### src/rtl/dual_roll_scheduler.sv
// Two-requester roll scheduler: round-robin grant, five phases of slowing LFSR steps, then final value capture.
// Latency: grant the cycle after a request is seen in IDLE; o_done 5*PHASE_CYC cycles after o_gnt rises.
// Backpressure: none; the owner drops i_req to abort. Define ROLL_RESTART_EN to add i_restart (owner restarts the roll).
module dual_roll_scheduler #(
    parameter logic [23:0] PHASE_CYC = 24'd10000000,
    parameter int          BASE_DIV  = 5
) (
    input  logic       i_clk,
    input  logic       i_rst_n,
    input  logic [1:0] i_req,
`ifdef ROLL_RESTART_EN
    input  logic [1:0] i_restart,
`endif
    input  logic [3:0] i_rnd,
    output logic [1:0] o_gnt,
    output logic [1:0] o_done,
    output logic [3:0] o_value,
    output logic       o_step,
    output logic       o_busy,
    output logic [2:0] o_phase
);

    localparam logic [23:0] PHASE_LAST = PHASE_CYC - 24'd1;
    localparam logic [23:0] IV1_M1 = (PHASE_CYC >> BASE_DIV)       - 24'd1;
    localparam logic [23:0] IV2_M1 = (PHASE_CYC >> (BASE_DIV - 1)) - 24'd1;
    localparam logic [23:0] IV3_M1 = (PHASE_CYC >> (BASE_DIV - 2)) - 24'd1;
    localparam logic [23:0] IV4_M1 = (PHASE_CYC >> (BASE_DIV - 3)) - 24'd1;
    localparam logic [23:0] IV5_M1 = (PHASE_CYC >> (BASE_DIV - 4)) - 24'd1;

    typedef enum logic [1:0] {
        IDLE = 2'd0,
        ROLL = 2'd1,
        DONE = 2'd2
    } state_t;

    state_t      state;
    logic        ptr;
    logic        owner;
    logic        gnt_sel;
    logic        restart_hit;
    logic [23:0] pcnt;
    logic [23:0] icnt;
    logic [23:0] icnt_nxt;
    logic [23:0] ival_m1;

`ifdef ROLL_RESTART_EN
    assign restart_hit = i_restart[owner];
`else
    assign restart_hit = 1'b0;
`endif

    // Both requesting: pointer decides; otherwise the lone requester wins.
    assign gnt_sel = (i_req == 2'b11) ? ptr : i_req[1];

    always_comb begin
        ival_m1 = '0;
        case (o_phase)
            3'd1:    ival_m1 = IV1_M1;
            3'd2:    ival_m1 = IV2_M1;
            3'd3:    ival_m1 = IV3_M1;
            3'd4:    ival_m1 = IV4_M1;
            3'd5:    ival_m1 = IV5_M1;
            default: ival_m1 = '0;
        endcase
    end

    // icnt counts down to the next step; zero means "step this cycle".
    assign icnt_nxt = (icnt == '0) ? ival_m1 : icnt - 24'd1;

    always_ff @(posedge i_clk or negedge i_rst_n) begin
        if (!i_rst_n) begin
            state   <= IDLE;
            ptr     <= 1'b0;
            owner   <= 1'b0;
            o_gnt   <= '0;
            o_done  <= '0;
            o_value <= '0;
            o_step  <= 1'b0;
            o_busy  <= 1'b0;
            o_phase <= '0;
            pcnt    <= '0;
            icnt    <= '0;
        end else begin
            o_done <= '0;
            case (state)
                IDLE: begin
                    if (|i_req) begin
                        state   <= ROLL;
                        owner   <= gnt_sel;
                        o_gnt   <= gnt_sel ? 2'b10 : 2'b01;
                        o_busy  <= 1'b1;
                        o_phase <= 3'd1;
                        o_step  <= 1'b1;
                        pcnt    <= '0;
                        icnt    <= '0;
                    end
                end
                ROLL: begin
                    if (!i_req[owner]) begin
                        state   <= IDLE;
                        ptr     <= ~owner;
                        o_gnt   <= '0;
                        o_busy  <= 1'b0;
                        o_phase <= '0;
                        o_step  <= 1'b0;
                        pcnt    <= '0;
                        icnt    <= '0;
                    end else if (restart_hit) begin
                        o_phase <= 3'd1;
                        o_step  <= 1'b1;
                        pcnt    <= '0;
                        icnt    <= '0;
                    end else if (pcnt == PHASE_LAST) begin
                        pcnt <= '0;
                        icnt <= '0;
                        if (o_phase == 3'd5) begin
                            state   <= DONE;
                            ptr     <= ~owner;
                            o_gnt   <= '0;
                            o_done  <= owner ? 2'b10 : 2'b01;
                            o_value <= i_rnd;
                            o_phase <= '0;
                            o_step  <= 1'b0;
                        end else begin
                            o_phase <= o_phase + 3'd1;
                            o_step  <= 1'b1;
                        end
                    end else begin
                        pcnt   <= pcnt + 24'd1;
                        icnt   <= icnt_nxt;
                        o_step <= (icnt_nxt == '0);
                    end
                end
                DONE: begin
                    state  <= IDLE;
                    o_busy <= 1'b0;
                end
                default: begin
                    state <= IDLE;
                end
            endcase
        end
    end

    a_gnt_onehot: assert property (@(posedge i_clk) disable iff (!i_rst_n) $onehot0(o_gnt));
    a_step_busy:  assert property (@(posedge i_clk) disable iff (!i_rst_n) o_step |-> o_busy);

endmodule

### config.mk
export PLATFORM = sky130hd
export DESIGN_NAME = dual_roll_scheduler
export DESIGN_NICKNAME = d
export VERILOG_FILES = /design/src/rtl/dual_roll_scheduler.sv
export SDC_FILE = /design/constraint.sdc
export NUM_CORES = 1
export LEC_CHECK = 0
export ABC_AREA = 1
export ABC_CLOCK_PERIOD_IN_PS = 6040
export CAP_MARGIN = 20
export CORE_UTILIZATION = 46
export DETAILED_ROUTE_END_ITERATION = 8
export DONT_BUFFER_PORTS = 1
export SETUP_SLACK_MARGIN = 0.15
export SLEW_MARGIN = 20
export SYNTH_ARGS = -nofsm -noshare
export SYNTH_HDL_FRONTEND = slang
export SYNTH_SLANG_ARGS = --single-unit
### constraint.sdc
create_clock -name i_clk -period 6.04 [get_ports i_clk]
set_clock_uncertainty 0.15 [all_clocks]
set_input_delay 1.208 -clock i_clk [delete_from_list [all_inputs] [get_ports i_clk]]
set_output_delay 1.208 -clock i_clk [all_outputs]
set_load 0.01 [all_outputs]
[Word-level counts from Yosys, hierarchy flattened]
Cells that the tools add are included.
W data, S select, Z words.
Storage, ports and cells
  input port bits: 8
  flip-flop bits (word level): 65
  logic and storage cells: 88
Cells by class
  reduce and logical (&&, ||, !) cells: 14
  muxes and demuxes: 43
  eq/ne operators: 15
  bitwise logic cells: 1
  $lt $le $gt $ge: 1
  add/sub/neg operators: 3
Operators with widths (number)
  $mux W24: 6
  $pmux W23 S5: 1
  $pmux W24 S2: 2
  $logic_not A24 Y1: 2
  $mux W2: 14
  $add A24 B1 Y24 const B: 1
  $eq A24 B24 Y1 const B: 1
  $sub A24 B1 Y24 const B: 1
  $mux W3: 4
  $reduce_and A3 Y1: 4
  $mux W1: 11
  $pmux W2 S2: 2
  $reduce_and A4 Y1: 2
  $eq A3 B2 Y1 const B: 2
  $eq A3 B3 Y1 const B: 2
  $ne A3 B3 Y1 const B: 2
  $pmux W3 S2: 1
  $eq A2 B2 Y1 const B: 2
  $ne A2 B1 Y1 const B: 2
  $ne A2 B2 Y1 const B: 2
  $reduce_and A2 Y1: 2
  $add A3 B1 Y3 const B: 1
  $eq A3 B1 Y1 const B: 1
  $pmux W1 S3: 1
  other kinds (8): 8

[Longest topological paths before layout]
  depth after elaboration: 7
  mapped depth: 16
  gate-level depth less buffers: 16

[Least setup slack after synthesis]
OpenSTA, ideal clock, no wires.
  path kind: input -> register
  start: input i_req[0]
  end: register pcnt[19]
  stages on the path: 11
  library setup time: 0.122 ns
  path slack: 3.376 ns
  data arrival time: 2.392 ns
  cells stage by stage: inv_1 > a21oi_1 > a21oi_1 > nor2_1 > nand2_1 > nor2_2 > nand3_2 > nor2_1 > nand2_1 > o21ai_1 > a21oi_1
On the way
  word-level cells in the longest chain between the ends: 4
  elaborated cells on any way between the ends: 7
Ends and longest elaborated chain
  from (decl): RTL line 10  | input logic [1:0] i_req,
  $mux W1 (not written as such) (2 in series): RTL line 99  | if (!i_req[owner]) begin
  $mux W24: RTL line 99
  $pmux W24 S2: RTL line 85  | case (state)
  to (signal assigned): RTL line 129  | pcnt <= pcnt + 24'd1;
  to (decl): RTL line 41  | logic [23:0] pcnt;
Parallel ways exist; a longest one is shown, timed or not. The select of a mux whose other input is x is not followed.
A chain may end at the register's enable or synchronous reset.

[Final worst setup path]
  start: input i_req[0]
  end: register pcnt[11]
Same word-level chain as after synthesis.

==> results by group <==
Status
  – Status: finished clean

Worst setup path
  – Family with the most delay on the worst path: simple AND/OR/NAND/NOR gates
  – CP Launch Type: input port
  – Crit Path Max Fanout: 22
  – Critical path capture point type: flop
  – FF-to-FF Start: state[1]
  – Critical path origin: i_req[0]
  – Slowest cell on crit path: nor2_2
  – Cells along the critical path: inv_1, o21ai_1, inv_1, nor2_2, nand2_4, nand2_1, inv_2, a21oi_1, o21a_1
  – Worst path bufs/invs: 3
  – Top cell by count, worst path: inv_1
  – Max incr delay on CP: 0.78 ns
  – Critical Path AT: 3.69 ns
  – WP data required: 6.18 ns
  – Setup Crit Path Kind: input port to flop

Routing
  – DR WL/cell: 15.4 µm
  – Iteration count of the initial detailed-routing pass: 5
  – DRT iter0 DRCs: 171
  – Post-route ant nets: 0
  – Final WL: 10.8 mm
  – DRC violations left: 0
  – Vias: 3828
  – Vias per std cell: 5.45

Synth
  – Leading area contributor after synthesis: dfrtp_1
  – Syn nets: 606
  – Async S/R FF share, synth: 100%
  – Post-synthesis mux area share: 1.05%
  – Post-Synth Simple-Gate Area: 37.9%
  – Synth area leaders: dfrtp_1 38%, nand2_1 12%, nand3_1 6.8%
  – Largest family of logic cells by synthesized area: simple AND/OR/NAND/NOR gates
  – Number of synthesized flops with an enable pin: 0
  – Top cell type's share of synthesized area: 38.1%
  – Mapped Cells: 589
  – Mean Syn Cell Area: 7.25 µm²
  – Synth cell types: 48
  – Sequential-to-total area share from yosys stat: 38.1%
  – Synth warn: 0
  – Synth Cell Area: 4270 µm²
  – Synthesized flop and latch total: 65
  – Synth Area in XOR/XNOR: 1.85%
  – Area fraction in compound gates after synthesis: 10.3%
  – Most common flop cell mapped by yosys: dfrtp_1
  – Post-synthesis adder-cell area fraction: 2.64%

GRT
  – Largest net degree at the start of global routing: 66
  – First-pass GRT wire length: 18.5 mm
  – Antenna violations before repair: 0
  – GRT Overall Usage: 24.5%
  – Global route overflow: 0
  – Vias in the first global route: 3772

Floorplan
  – Initial Util: 48.3%
  – Core box area: 8850 µm²
  – I/O pin total: 21
  – # rows: 34
  – Die boundary width: 98.4 µm
  – Die Y: 98.4 µm
  – Die Area: 9670 µm²

Clock tree
  – CTS Root Cell: clkbuf_8
  – Num CTS Buffers: 9
  – Post-CTS Setup Inserts: 0
  – TritonCTS Sinks: 65
  – Clock-pin slew on the worst setup and hold paths: 0.07 ns
  – Clock latency on the worst-skew pair: 0.35 ns
  – CTS tree: done
  – H-tree depth: 3
  – Clock Path Buffers: 2
  – Post-CTS Resized: 0
  – CTS Hold Bufs: 0

Final layout
  – P&R area growth vs syn: 6.45%
  – Most common cell after layout, fill and taps aside: nand2_1
  – Nets: 608
  – Core Util, Final: 51.4%
  – Most frequent cells in the layout: 135 x nand2_1, 76 x inv_1, 74 x nor2_1
  – Register Area: 1630 µm²
  – Layout cells sized above 1: 9.92%
  – Area taken by multi-input logic gates: 2300 µm²
  – Filler cell count: 895
  – Antenna diode count: 0

Power and ir drop
  – P_int: 1.23 mW
  – Sw Share: 54.4%
  – Pleak: 2.27 nW
  – Seq pwr share: 24.1%
  – PnR Total Power: 2.70 mW
  – Worst VDD drop: 0.000249 V
  – PwrDens: 593 nW/µm²
  – Clock power frac: 13.1%
  – Net Switching: 1.47 mW
  – Logic pwr share: 62.8%

Flow run
  – Max Cap Viol: 0

Placement
  – Gpl congestion: 0.883
  – Port bufs: 0
  – DP Wirelength: 7.97 mm

Timing
  – Final hold slack: 0.342 ns
  – Final Critical Period: 3.55 ns
  – Least-Margin Pin Slew: 1.01 ns
  – Fin crit share: 58.7%
  – Setup_tns: 0 ns
  – FMAX: 282 MHz
  – Fin. Hold Viols: 0
  – Relative slew slack: 32.3%
  – RSZ-0062 raised after global routing: no
  – Slew Viols, Final: 0
  – Final setup fails: 0

Hold path
  – Hold Path Class: flop to flop
  – Hold Crit Start: ptr
## cell type report
class,count,area share (%)
sequential,65,35.8
clock inverter,2,0.275
inverter,79,6.52
clock buffer,13,3.72
tap,108,2.97
multi-input combinational,435,50.6
timing repair buffer,1,0.165
## cell usage after synthesis (all sizes together) (2+ instances only)
library cell and instances:
a21oi 20, nand2 140, nand4 13, nor4 6
inv 79, clkbuf 6, o21bai 2, dfrtp 65
buf 4, a32o 5, xor2 8, o22ai 2
nand3 62, o21a 2, mux2 4, ha 9
or2 3, and3 2, nor2 94, nor3 14
o21ai 38
## registers in the layout (all words and copies together) (netlist names)
name,count
ptr,1
icnt,24
state,2
o_phase,3
o_step,1
pcnt,24
o_done,2
o_busy,1
o_gnt,2
owner,1
o_value,4
## path summary, 6_finish.rpt
kind                       depth (start not counted)        to  slack [ns]
setup / recovery                                   9  pcnt[11]        2.49
hold / removal                                     2       ptr        0.34
setup reg to reg                                   9  pcnt[11]        2.90
hold reg to reg                                    2       ptr        0.34
max in group asynchronous                          0   icnt[3]        5.23
min in group asynchronous                          0  icnt[19]        0.39
## power by group through the flow
stage | Clock, mW | Sequential (mW) | Combinational, mW
2_1_floorplan | 0 | 0.626 | 1.33
3_3_place_gp | 0 | 0.654 | 1.66
3_5_place_dp | 0 | 0.657 | 1.68
4_1_cts | 0.364 | 0.650 | 1.69
5_1_grt | 0.384 | 0.665 | 1.93
6_report | 0.354 | 0.650 | 1.69
## logic make-up after synthesis
| group | Yosys count |
|---|---|
| AND/OR/NAND/NOR | 337 |
| flip-flops | 65 |
| AO/OA/AOI/OAI | 76 |
| multiplexers | 4 |
| XOR/XNOR | 9 |
| buffers and inverters | 89 |
| adder cells (fa/ha/maj) | 9 |
## through the flow
stage                     std cells  setup slack, ns  area [µm²]
after floorplan                 589             3.38        4270
after detailed placement        688             2.15        4360
after global placement          688             2.31        4360
after global routing            703             2.29        4550
after CTS                       703             2.52        4550
final                           703             2.49        4550
## layer usage
| metal | share of wire (%) | wire length (µm) | track usage [%] | up-vias |
|---|---|---|---|---|
| met5 | 0 | 0 | 0 | - |
| met4 | 3.3 | 357 | 12.6 | 0 |
| met3 | 4.1 | 447 | 4.01 | 24 |
| met2 | 48 | 5170 | 40.1 | 81 |
| met1 | 45 | 4870 | 31.2 | 1794 |
| li1 | - | - | - | 1929 |
## worst min-delay path, cell delays in order (launching register included)
cell	delay (ns)
dfrtp_1	0.35
nand2_1	0.05
o21ai_0	0.06
Power figures use the tool's default switching activity.
